--- config.mk ---
export PLATFORM = sky130hd
export DESIGN_NAME = cloud_scheduler
export DESIGN_NICKNAME = d
export VERILOG_FILES = /design/src/rtl/cloud_pkg.sv /design/src/rtl/lfsr16.sv /design/src/rtl/cloud_scheduler.sv
export SDC_FILE = /design/constraint.sdc
export NUM_CORES = 1
export LEC_CHECK = 0
export CELL_PAD_IN_SITES_DETAIL_PLACEMENT = 1
export CELL_PAD_IN_SITES_GLOBAL_PLACEMENT = 1
export CORE_MARGIN = 1
export CORE_UTILIZATION = 39
export DETAILED_ROUTE_END_ITERATION = 7
export PLACE_DENSITY_LB_ADDON = 0.2
export SLEW_MARGIN = 20
export SYNTH_ARGS = -nofsm -noshare
export SYNTH_HDL_FRONTEND = slang
export SYNTH_SLANG_ARGS = --single-unit
--- constraint.sdc ---
create_clock -name clk -period 5.94 [get_ports clk]
set_input_delay 1.188 -clock clk [delete_from_list [all_inputs] [get_ports clk]]
set_output_delay 1.188 -clock clk [all_outputs]
set_load 0.02 [all_outputs]
--- src/rtl/cloud_pkg.sv ---
// Shared constants and types for the background cloud layer.
// Latency: n/a (declarations only).
// Backpressure: n/a.
// Contents: sky-level/gap limits, scheduler pool size, LFSR seed, the
// spawn ranges derived from the limits, and the scheduler state type.
package cloud_pkg;

  // Sky level counts down the screen, so MIN is numerically the larger value.
  localparam int MIN_SKY_LEVEL = 101;
  localparam int MAX_SKY_LEVEL = 60;
  localparam int MIN_CLOUD_GAP = 100;
  localparam int MAX_CLOUD_GAP = 400;

  localparam int          NUM_CLOUDS  = 6;
  localparam int          GAME_WIDTH  = 640;
  localparam int          LEVEL_RANGE = MIN_SKY_LEVEL - MAX_SKY_LEVEL + 1;
  localparam int          GAP_RANGE   = MAX_CLOUD_GAP - MIN_CLOUD_GAP + 1;
  localparam logic [15:0] LFSR_SEED   = 16'hACE1;

  typedef enum logic [2:0] {
    SCHED_IDLE,
    SCHED_RUNNING,
    SCHED_EVAL,
    SCHED_PENDING,
    SCHED_CRASHED
  } sched_state_t;

endpackage

--- src/rtl/lfsr16.sv ---
// 16-bit Galois LFSR, polynomial x^16+x^14+x^13+x^11+1, free running.
// Latency: new value every cycle.
// Backpressure: none; it never stalls.
// Ports: clk, rst_n (async active-low, loads SEED), lfsr_o (current state).
module lfsr16 #(
  parameter logic [15:0] SEED = 16'hACE1
) (
  input  logic        clk,
  input  logic        rst_n,
  output logic [15:0] lfsr_o
);

  logic [15:0] lfsr_q, lfsr_d;

  // Right-shift form: the bit leaving at the bottom is folded back into
  // taps 16,14,13,11 (mask 0xB400).
  assign lfsr_d = {1'b0, lfsr_q[15:1]} ^ (lfsr_q[0] ? 16'hB400 : 16'h0000);

  always_ff @(posedge clk or negedge rst_n) begin
    if (!rst_n) lfsr_q <= SEED;
    else        lfsr_q <= lfsr_d;
  end

  assign lfsr_o = lfsr_q;

endmodule

--- src/rtl/cloud_scheduler.sv ---
// Cloud spawn controller: per update tick decides whether the lowest free slot starts.
// Latency: start visible 2 cycles after the deciding update, held until the next update.
// Backpressure: none; a full pool or a too-close previous cloud simply skips the tick.
// Ports: update/run/crash game events, remove/gap/x_pos from the cloud array;
// start strobe, level_rand/gap_rand spawn offsets and active_count outputs.
module cloud_scheduler #(
  parameter int          NUM_CLOUDS  = cloud_pkg::NUM_CLOUDS,
  parameter int          GAME_WIDTH  = cloud_pkg::GAME_WIDTH,
  parameter int          LEVEL_RANGE = cloud_pkg::LEVEL_RANGE,
  parameter int          GAP_RANGE   = cloud_pkg::GAP_RANGE,
  parameter logic [15:0] LFSR_SEED   = cloud_pkg::LFSR_SEED
) (
  input  logic                                 clk,
  input  logic                                 rst_n,
  input  logic                                 update,
  input  logic                                 run,
  input  logic                                 crash,
  input  logic [NUM_CLOUDS-1:0]                remove,
  input  logic [NUM_CLOUDS-1:0][10:0]          gap,
  input  logic signed [NUM_CLOUDS-1:0][10:0]   x_pos,
  output logic [NUM_CLOUDS-1:0]                start,
  output logic [9:0]                           level_rand,
  output logic [10:0]                          gap_rand,
  output logic [$clog2(NUM_CLOUDS+1)-1:0]      active_count
);

  import cloud_pkg::*;

  localparam int                 IW      = $clog2(NUM_CLOUDS);
  localparam int                 CW      = $clog2(NUM_CLOUDS + 1);
  localparam logic signed [11:0] WIDTH_S = 12'(GAME_WIDTH);

  sched_state_t          state_q, state_d;
  logic [NUM_CLOUDS-1:0] start_q, start_d;
  logic [NUM_CLOUDS-1:0] busy_q, busy_d;
  logic [NUM_CLOUDS-1:0] remove_q;
  logic [9:0]            level_q, level_d;
  logic [10:0]           gap_q, gap_d;
  logic [IW-1:0]         last_q, last_d;
  logic [IW-1:0]         slot_q, slot_d;
  logic [CW-1:0]         count_q, count_d;
  logic [15:0]           lfsr;

  lfsr16 #(.SEED(LFSR_SEED)) u_lfsr (
    .clk    (clk),
    .rst_n  (rst_n),
    .lfsr_o (lfsr)
  );

  // Lowest free slot: scan high to low so the lowest index overwrites.
  logic          free_vld;
  logic [IW-1:0] free_idx;
  always_comb begin
    free_vld = 1'b0;
    free_idx = '0;
    for (int i = NUM_CLOUDS - 1; i >= 0; i--) begin
      if (!busy_q[i]) begin
        free_vld = 1'b1;
        free_idx = IW'(i);
      end
    end
  end

  // Spawn once the previous cloud has moved at least its own gap into view.
  // Everything is widened to 12-bit signed so 640 - (-46) = 686 fits.
  logic [10:0]        gap_last, x_last;
  logic signed [11:0] room;
  logic               spawn_ok;
  always_comb begin
    gap_last = gap[last_q];
    x_last   = x_pos[last_q];
    room     = WIDTH_S - $signed({x_last[10], x_last});
    spawn_ok = (count_q == '0) || ($signed({1'b0, gap_last}) < room);
  end

  // Scale the LFSR into [0, RANGE) by taking the top half of the product.
  logic [31:0] lvl_prod, gap_prod;
  logic        unused_prod;
  assign lvl_prod    = {16'd0, lfsr} * 32'(LEVEL_RANGE);
  assign gap_prod    = {16'd0, lfsr} * 32'(GAP_RANGE);
  assign unused_prod = ^{lvl_prod[31:26], lvl_prod[15:0], gap_prod[31:27], gap_prod[15:0]};

  logic spawn, consume;
  assign spawn   = (state_q == SCHED_EVAL) && !crash && free_vld && spawn_ok;
  assign consume = (state_q == SCHED_PENDING) && update && !crash;

  // State register
  always_ff @(posedge clk or negedge rst_n) begin
    if (!rst_n) state_q <= SCHED_IDLE;
    else        state_q <= state_d;
  end

  // Next-state logic
  always_comb begin
    state_d = state_q;
    case (state_q)
      SCHED_IDLE:    if (run)    state_d = SCHED_RUNNING;
      SCHED_RUNNING: if (update) state_d = SCHED_EVAL;
      SCHED_EVAL:    state_d = (free_vld && spawn_ok) ? SCHED_PENDING : SCHED_RUNNING;
      SCHED_PENDING: if (update) state_d = SCHED_RUNNING;
      SCHED_CRASHED: state_d = SCHED_CRASHED;
      default:       state_d = SCHED_IDLE;
    endcase
    if (crash) state_d = SCHED_CRASHED;
  end

  // Output / occupancy next values
  always_comb begin
    start_d = start_q;
    level_d = level_q;
    gap_d   = gap_q;
    slot_d  = slot_q;
    last_d  = last_q;
    // remove stays high until re-init, so only its rising edge frees a slot.
    busy_d  = busy_q & ~(remove & ~remove_q);
    if (spawn) begin
      start_d           = '0;
      start_d[free_idx] = 1'b1;
      level_d           = lvl_prod[25:16];
      gap_d             = gap_prod[26:16];
      slot_d            = free_idx;
    end
    // Set after clear: a same-cycle set wins over a remove edge.
    if (consume) begin
      busy_d = busy_d | start_q;
      last_d = slot_q;
    end
    if (consume || crash) start_d = '0;
    count_d = '0;
    for (int i = 0; i < NUM_CLOUDS; i++) count_d = count_d + CW'(busy_d[i]);
  end

  always_ff @(posedge clk or negedge rst_n) begin
    if (!rst_n) begin
      start_q  <= '0;
      level_q  <= '0;
      gap_q    <= '0;
      busy_q   <= '0;
      remove_q <= '0;
      last_q   <= '0;
      slot_q   <= '0;
      count_q  <= '0;
    end else begin
      start_q  <= start_d;
      level_q  <= level_d;
      gap_q    <= gap_d;
      busy_q   <= busy_d;
      remove_q <= remove;
      last_q   <= last_d;
      slot_q   <= slot_d;
      count_q  <= count_d;
    end
  end

  assign start        = start_q;
  assign level_rand   = level_q;
  assign gap_rand     = gap_q;
  assign active_count = count_q;

endmodule

==> metrics.md, run 1 <==
| Metric | Value |
|---|---|
| Resized cells post-CTS | 0 |
| Final instance area | 9230 um2 |
| H-tree Lvls | 3 |
| Number of placement rows | 48 |
| Clock skew | 0.0115 ns |
| Unrepaired setup endpoints after global routing | false |
| Tot GR Track Use | 0.232 |
| Worst-Skew Late Latency | 0.35 ns |
| First-pass GRT wire length | 33.0 mm |
| Status | finished clean |
| Yosys warns | 0 |
| Top cells by area, synth | dfrtp_1, ha_1, fa_1 |
| Post-Synthesis Cells | 708 |
| Combinational power share | 0.162 |
| Core Area | 17,500 um2 |
| Most crowded layer after global routing | met2 |
| Relative slew slack | 0.410 |
| Post-synthesis register bit count | 61 |
| CTS tree | done |
| Power Dens Cells | 123 nW/um2 |
| DP Worst Slack | 0.547 ns |
| Detailed router's first-iteration violation count | about 160 |
| Finished Core Util | 0.528 |
| WL/cell | 18.6 um |
| Worst Hold Class | reg -> reg |
| Worst path cell trace | clkdlybuf4s50_1 -> mux2_1 -> a222oi_1 -> ha_1 -> and3_1 -> a41oi_1 -> xnor2_1 -> ha_1 -> o21a_1 -> o211ai_1 -> o21bai_1 -> o221ai_1 -> or3_4 -> nand2b_4 -> mux2_4 |
| Slew @ Worst Pin | 0.885 ns |
| Count leader, synth | inv_1 |
| Initial antenna violation count | 1 |
| Die width | 137 um |
| Buffer count from post-CTS setup fixing | 0 |
| Min-Delay Path Depth | 0 |
| Top Ports | about 170 |
| Clk sinks | 61 |
| Crit path max fanout | 18 |
| Area of the die | about 19,000 um2 |
| Worst Path Class, Setup | in -> reg |
| Part of the power in registers | 0.371 |
| Largest area contributor in the netlist | dfrtp_1 |
| Final net count | roughly 1,200 |
| DRC | 0 |
| Post-synthesis cell type count | 70 |
| Worst hold slack | 0.424 ns |
| Critical path launch point type | primary input |
| HPWL Detailed | 17.3 mm |
| Final TNS setup | 0 ns |
| Critical Path Sink Type | register |
| Slowest stage delay, CP | around 0.47 ns |
| Via count | 5,824 |
| Max Fclk | 198 MHz |
| Clk network pwr share | 0.467 |
| Net Sw Frac | 0.241 |
| Global-route met1 utilization | 0.270 |
| Synth cell count leaders | inv_1, ha_1, dfrtp_1 |
| MaxCap Viol Count | 0 |
| Psw | 0.000275 W |
| Data required time of the critical path | 6.17 ns |
| Final ANT Viol Nets | 0 |
| Max IR drop VDD | 124 uV |
| R2R depth | 14 |
| CTS Hold Buffers Added | 0 |
| Final setup fails | 0 |
| Post-synthesis async set-or-reset flop share | 1.00 |
| Final count of hold timing violations | 0 |
| TritonCTS buffer count | 9 |
| Pleak | 4.54 nW |
| Proportion of layout cells with a drive suffix above 1 | 0.0899 |
| Max Root-Sink Buffers | 2 |
| Synth top area share | 0.187 |
| Routed wire length | 20.6 mm |
| Gr ovfl total | 0 |
| Ys flop type | dfrtp_1 |
| Met3 GRT Util | 0.0300 |
| Period utilization | 0.850 |
| Via/cell ratio | 5.27 |
| Initial Util | 0.405 |
| Min cycle time layout | about 5 ns |
| Routability Congestion | 0.872 |
| Pint | 0.000863 W |
| Mapped Avg Cell Area | roughly 10 um2 |
| Synthesized cell area | 7080 um2 |
| Placement Cell Area | approximately 8900 um2 |
| Pin count of the biggest net entering global routing | 62 |
| EDFF count, synth | 0 |
| Crit-path slowest cell | a222oi_1 |
| Area Growth Syn to Fin | 30.5% |
| Max Slew Vio Count | 0 |
| # port buffers | 166 |
| Root Driver | clkbuf_16 |
| First drt pass iteration count | 5 |
| Floorplan die height | 137 um |
| Critical Path AT | 5.27 ns |
| Clk pin slew, worst setup/hold paths | roughly 0.05 ns |
| Seq/Total Area, Yosys | 0.217 |
| Global Route met2 Usage | 0.435 |
| Vias in the first global route | 6,432 |
| Cell repeated most along the worst path | ha_1 |
| Worst setup margin | 0.892 ns |
worst paths after layout:
path / from / slack (ns) / end
min: u_lfsr.lfsr_o[7] / 0.42 / u_lfsr.lfsr_o[6]
max: x_pos[34] / 0.89 / level_rand[1]
min reg2reg: u_lfsr.lfsr_o[7] / 0.42 / u_lfsr.lfsr_o[6]
max reg2reg: u_lfsr.lfsr_o[14] / 1.01 / gap_rand[8]
min in group asynchronous: rst_n / 1.02 / start[3]
max in group asynchronous: rst_n / 4.34 / last_q[0]
registers in the layout, indices dropped and copies added (netlist names), 6 cells and up:
register	count
u_lfsr.lfsr_o	16
level_rand	6
gap_rand	9
busy_q	6
remove_q	6
start	6
routing by layer:
layer  wire [um]  up-vias  part of all wire
met4         527        0             0.026
met3         912       31             0.044
met5           0        -                 0
met1        8570     2902              0.42
met2       10600      138              0.51
li1            -     2753                 -
cell usage in the layout, fill, tap and decap left out, types with 3 or more instances in the layout:
cell type          n
a211oi_1           6
nand2b_1          13
or3_1              3
o21bai_1           3
inv_1            143
o211ai_1          10
a21o_1             3
mux4_2            14
buf_4              6
a21oi_1           25
nor2b_1            3
ha_1             106
mux2i_1           26
nand2_1           30
nand4_1            6
a22oi_1            7
o21ai_0           34
nor3_1             8
clkbuf_16          9
nand3_1           14
clkdlybuf4s50_1  165
a31oi_1            4
dfstp_2            8
xor2_1            10
a22o_1             5
o21a_1             3
conb_1             6
dfrtp_1           52
fa_1              49
mux2_2            18
nor2_1            23
xnor2_1           14
mux4_1             3
power by group through the flow:
stage               combinational (W)  sequential (W)  clock, W
floorplan                   0.0000589        0.000431         0
global placement             0.000176        0.000429         0
detailed placement           0.000184        0.000429         0
CTS                          0.000185        0.000422  0.000540
global route                 0.000199        0.000422  0.000557
finish                       0.000184        0.000422  0.000531
cell families (layout without fill, tap and decap cells):
family	after synthesis	after routing	share of synthesized area
compound gates	122	122	0.116
xor+xnor	24	24	0.0297
fa+ha+maj	155	155	0.326
buf+inv	165	331	0.0976
flops	61	61	0.217
mux	64	64	0.127
other cells	1	7	0.000530
simple gates	116	116	0.0859
cell type report:
type                            count  area (um2)
Sequential cell                    61        1540
Timing Repair Buffer              172        1700
Inverter                          143         537
Fill cell                        1943        8250
Multi-Input combinational cell    487        4870
Clock inverter                      7        72.6
Antenna cell                        1        2.50
Tap cell                          225         282
Clock buffer                        9         225
worst max-delay path, delay by kind of cell:
| family | cells | cell delay, ns |
|---|---|---|
| xor+xnor | 1 | 0.19 |
| simple gates | 3 | 0.92 |
| buf+inv | 1 | 0.43 |
| compound gates | 6 | 1.32 |
| fa+ha+maj | 2 | 0.55 |
| mux | 2 | 0.66 |
through the flow:
stage	instances	total power [W]
floorplan	713	0.000490
global placement	1088	0.000605
detailed placement	1088	0.000613
CTS	1104	0.00115
global route	1105	0.00118
finish	1105	0.00114
(Power assumes the default switching activity.)
==> run 2, diff against run 1 <==
Settings changed: CORE_UTILIZATION 39 to 35.
Clock period 5.94 ns to 4.1 ns, I/O delays scaled along.
==> run 2 against run 1 <==
Effect of this change: the flow now finishes with violations (negative setup slack); flip-flop and latch count unchanged; setup slack got worse by 1.3 ns; cell count is 15% higher; clock power grew 47%; non-clock buffer count is 130 higher; sequential power increased by 45%; clock skew decreased by 0.0056 ns; sequential share of layout area is 2.2 points lower; utilization increased by 1.2 points; combinational power up 58%.
==> metrics.md, run 2 (synthesis results as in run 1) <==
| Metric | Value |
|---|---|
| Max Fclk | 224 MHz |
| Worst hold slack | 0.464 ns (+0.0403 ns) |
| Initial antenna violation count | 1 (unchanged) |
| Core Area | 19,700 um2 (+12%) |
| Failing checks | negative setup slack |
| Routed wire length | 24.8 mm (+21%) |
| Commonest non-fill, non-tap cell in the layout | clkdlybuf4s50_1 |
| Clk pin slew, worst setup/hold paths | 0.06 ns (about the same) |
| Worst-Skew Late Latency | 0.34 ns (about the same) |
| Worst setup margin | -0.371 ns (-1.26 ns) |
| Slew @ Worst Pin | 0.657 ns (-0.228 ns) |
| Via/cell ratio | 5.03 (-4.5%) |
| Period utilization | 1.09 |
| WL/cell | 19.5 um (+4.5%) |
| Clk sinks | 61 (unchanged) |
| Crit path max fanout | 3 (-15) |
| Floorplan die height | 144 um (+5.5%) |
| Placement Cell Area | 9770 um2 (+9.4%) |
| Routability Congestion | 0.834 (-4.3%) |
| Combinational power share | 0.173 (+0.011) |
| Area Growth Syn to Fin | 50.1% |
| CTS Hold Buffers Added | 0 (unchanged) |
| MaxCap Viol Count | 0 (unchanged) |
| Area of the die | 20,800 um2 (+11%) |
| CTS tree | done |
| Power Dens Cells | 158 nW/um2 (+28%) |
| Via count | 6,422 (+10%) |
| Min cycle time layout | 4.47 ns |
| Max reg flops | 16 (unchanged) |
| Top Ports | 173 (unchanged) |
| Net Sw Frac | 0.248 (+0.00711) |
| Root Driver | clkbuf_16 |
| Clk network pwr share | 0.463 (-0.004) |
| Max IR drop VDD | 188 uV (+52%) |
| Tot GR Track Use | 0.240 (+0.00827) |
| Die width | 144 um (+5.5%) |
| Final instance area | 10,600 um2 (+15%) |
| Pint | 0.00126 W (+46%) |
| Clock skew | 0.00592 ns (-0.00563 ns) |
| Status | finished with violations |
| Worst Hold Class | in -> async |
| Worst Path Class, Setup | reg -> reg |
| Final ANT Viol Nets | 0 (unchanged) |
| Relative slew slack | 0.558 (+0.148) |
| Max Slew Vio Count | 0 (unchanged) |
| Gr ovfl total | 0 (unchanged) |
| Pleak | 5.31 nW (+17%) |
| # port buffers | 166 (unchanged) |
| H-tree Lvls | 3 (unchanged) |
| Detailed router's first-iteration violation count | 242 (+55%) |
| First drt pass iteration count | 5 (unchanged) |
| Final count of hold timing violations | 0 (unchanged) |
| Pin count of the biggest net entering global routing | 38 (-39%) |
| Max Root-Sink Buffers | 2 (unchanged) |
| # fillers | 2,223 (+14%) |
| DRC | 0 (unchanged) |
| TritonCTS buffer count | 9 (unchanged) |
| First-pass GRT wire length | 37.9 mm (+15%) |
| Final net count | 1,303 (+11%) |
| Initial Util | 0.360 (-0.0448) |
| Critical Path AT | 4.68 ns (-0.59 ns) |
| Finished Core Util | 0.540 (+0.0120) |
| Flop2flop setup slack | -0.37 ns (-1.38 ns) |
| Critical Path Sink Type | register |
| Part of the power in registers | 0.364 (-0.007) |
| Proportion of layout cells with a drive suffix above 1 | 0.264 (+0.174) |
| Critical path launch point type | register |
| Vias in the first global route | 7,123 (+11%) |
| Psw | 0.000417 W (+52%) |
| Data required time of the critical path | 4.31 ns (-1.86 ns) |
| Most frequent cells in the layout | clkdlybuf4s50_1, inv_1, buf_4 |
| HPWL Detailed | 19.2 mm (+11%) |
| Final setup fails | 18 (+18) |
| Unrepaired setup endpoints after global routing | true |
| Number of placement rows | 51 (+6.3%) |
-- run 2: layer usage --
layer,share of wire,track usage,vias up
met5,0,0,-
met2,0.53,0.450,157
met1,0.41,0.288,3222
met3,0.044,0.0374,31
li1,-,-,3012
met4,0.016,0.0493,0
-- run 2: power by group through the flow --
stage / clock network [W] / registers (W) / logic [W]
2_1_floorplan: 0 / 0.000624 / 0.0000864
3_3_place_gp: 0 / 0.000621 / 0.000268
3_5_place_dp: 0 / 0.000622 / 0.000279
4_1_cts: 0.000792 / 0.000611 / 0.000282
5_1_grt: 0.000818 / 0.000611 / 0.000313
6_report: 0.000778 / 0.000611 / 0.000291
-- run 2: timing repair --
item | 4_1_cts | 5_1_grt
gates cloned | 1 | 0
pin swaps | 24 | 25
buffers inserted | 12 | 17
gates resized for setup | 64 | 49
endpoints found under the setup margin | 24 | 24
-- run 2: critical path: stages (launching register included) --
cell and delay (ns):
dfstp_2 0.58, buf_4 0.14, ha_2 0.20, buf_4 0.13
inv_1 0.05, fa_1 0.50, inv_1 0.05, fa_1 0.38
fa_1 0.40, ha_1 0.31, and4_4 0.21, a221oi_4 0.34
a2bb2oi_2 0.20, o211ai_1 0.15, a31o_2 0.30, a2111oi_4 0.31
a21oi_1 0.07
-- run 2: path summary, 6_finish.rpt --
path                                       start                to  depth (start not counted)
worst min register to register  u_lfsr.lfsr_o[1]  u_lfsr.lfsr_o[0]                          1
min in group clk                u_lfsr.lfsr_o[1]  u_lfsr.lfsr_o[0]                          1
worst max-delay path            u_lfsr.lfsr_o[6]       gap_rand[8]                         16
worst max register to register  u_lfsr.lfsr_o[6]       gap_rand[8]                         16
worst min-delay path                       rst_n         busy_q[4]                          1
max in group asynchronous                  rst_n         last_q[0]                          2
-- run 2: stage by stage --
step	setup WS (ns)	TNS, ns	instances	power [W]
final	-0.371	-3.10	1276	0.00168
after global routing	-0.517	-5.26	1276	0.00174
after CTS	-0.283	-1.62	1258	0.00168
after detailed placement	-0.639	-13.29	1229	0.000901
after global placement	-0.571	-11.30	1229	0.000890
after floorplan	-0.160	-0.408	713	0.000711
-- run 2: cell type report --
cell class,instances,area (um2),area share
Clock buffer,9,225,0.0212
Timing Repair Buffer,302,2670,0.251
Antenna cell,1,2.50,0.000236
Inverter,143,537,0.0506
Multi-Input combinational cell,488,5250,0.494
Clock inverter,7,73.8,0.00695
Tap cell,265,332,0.0312
Sequential cell,61,1540,0.145
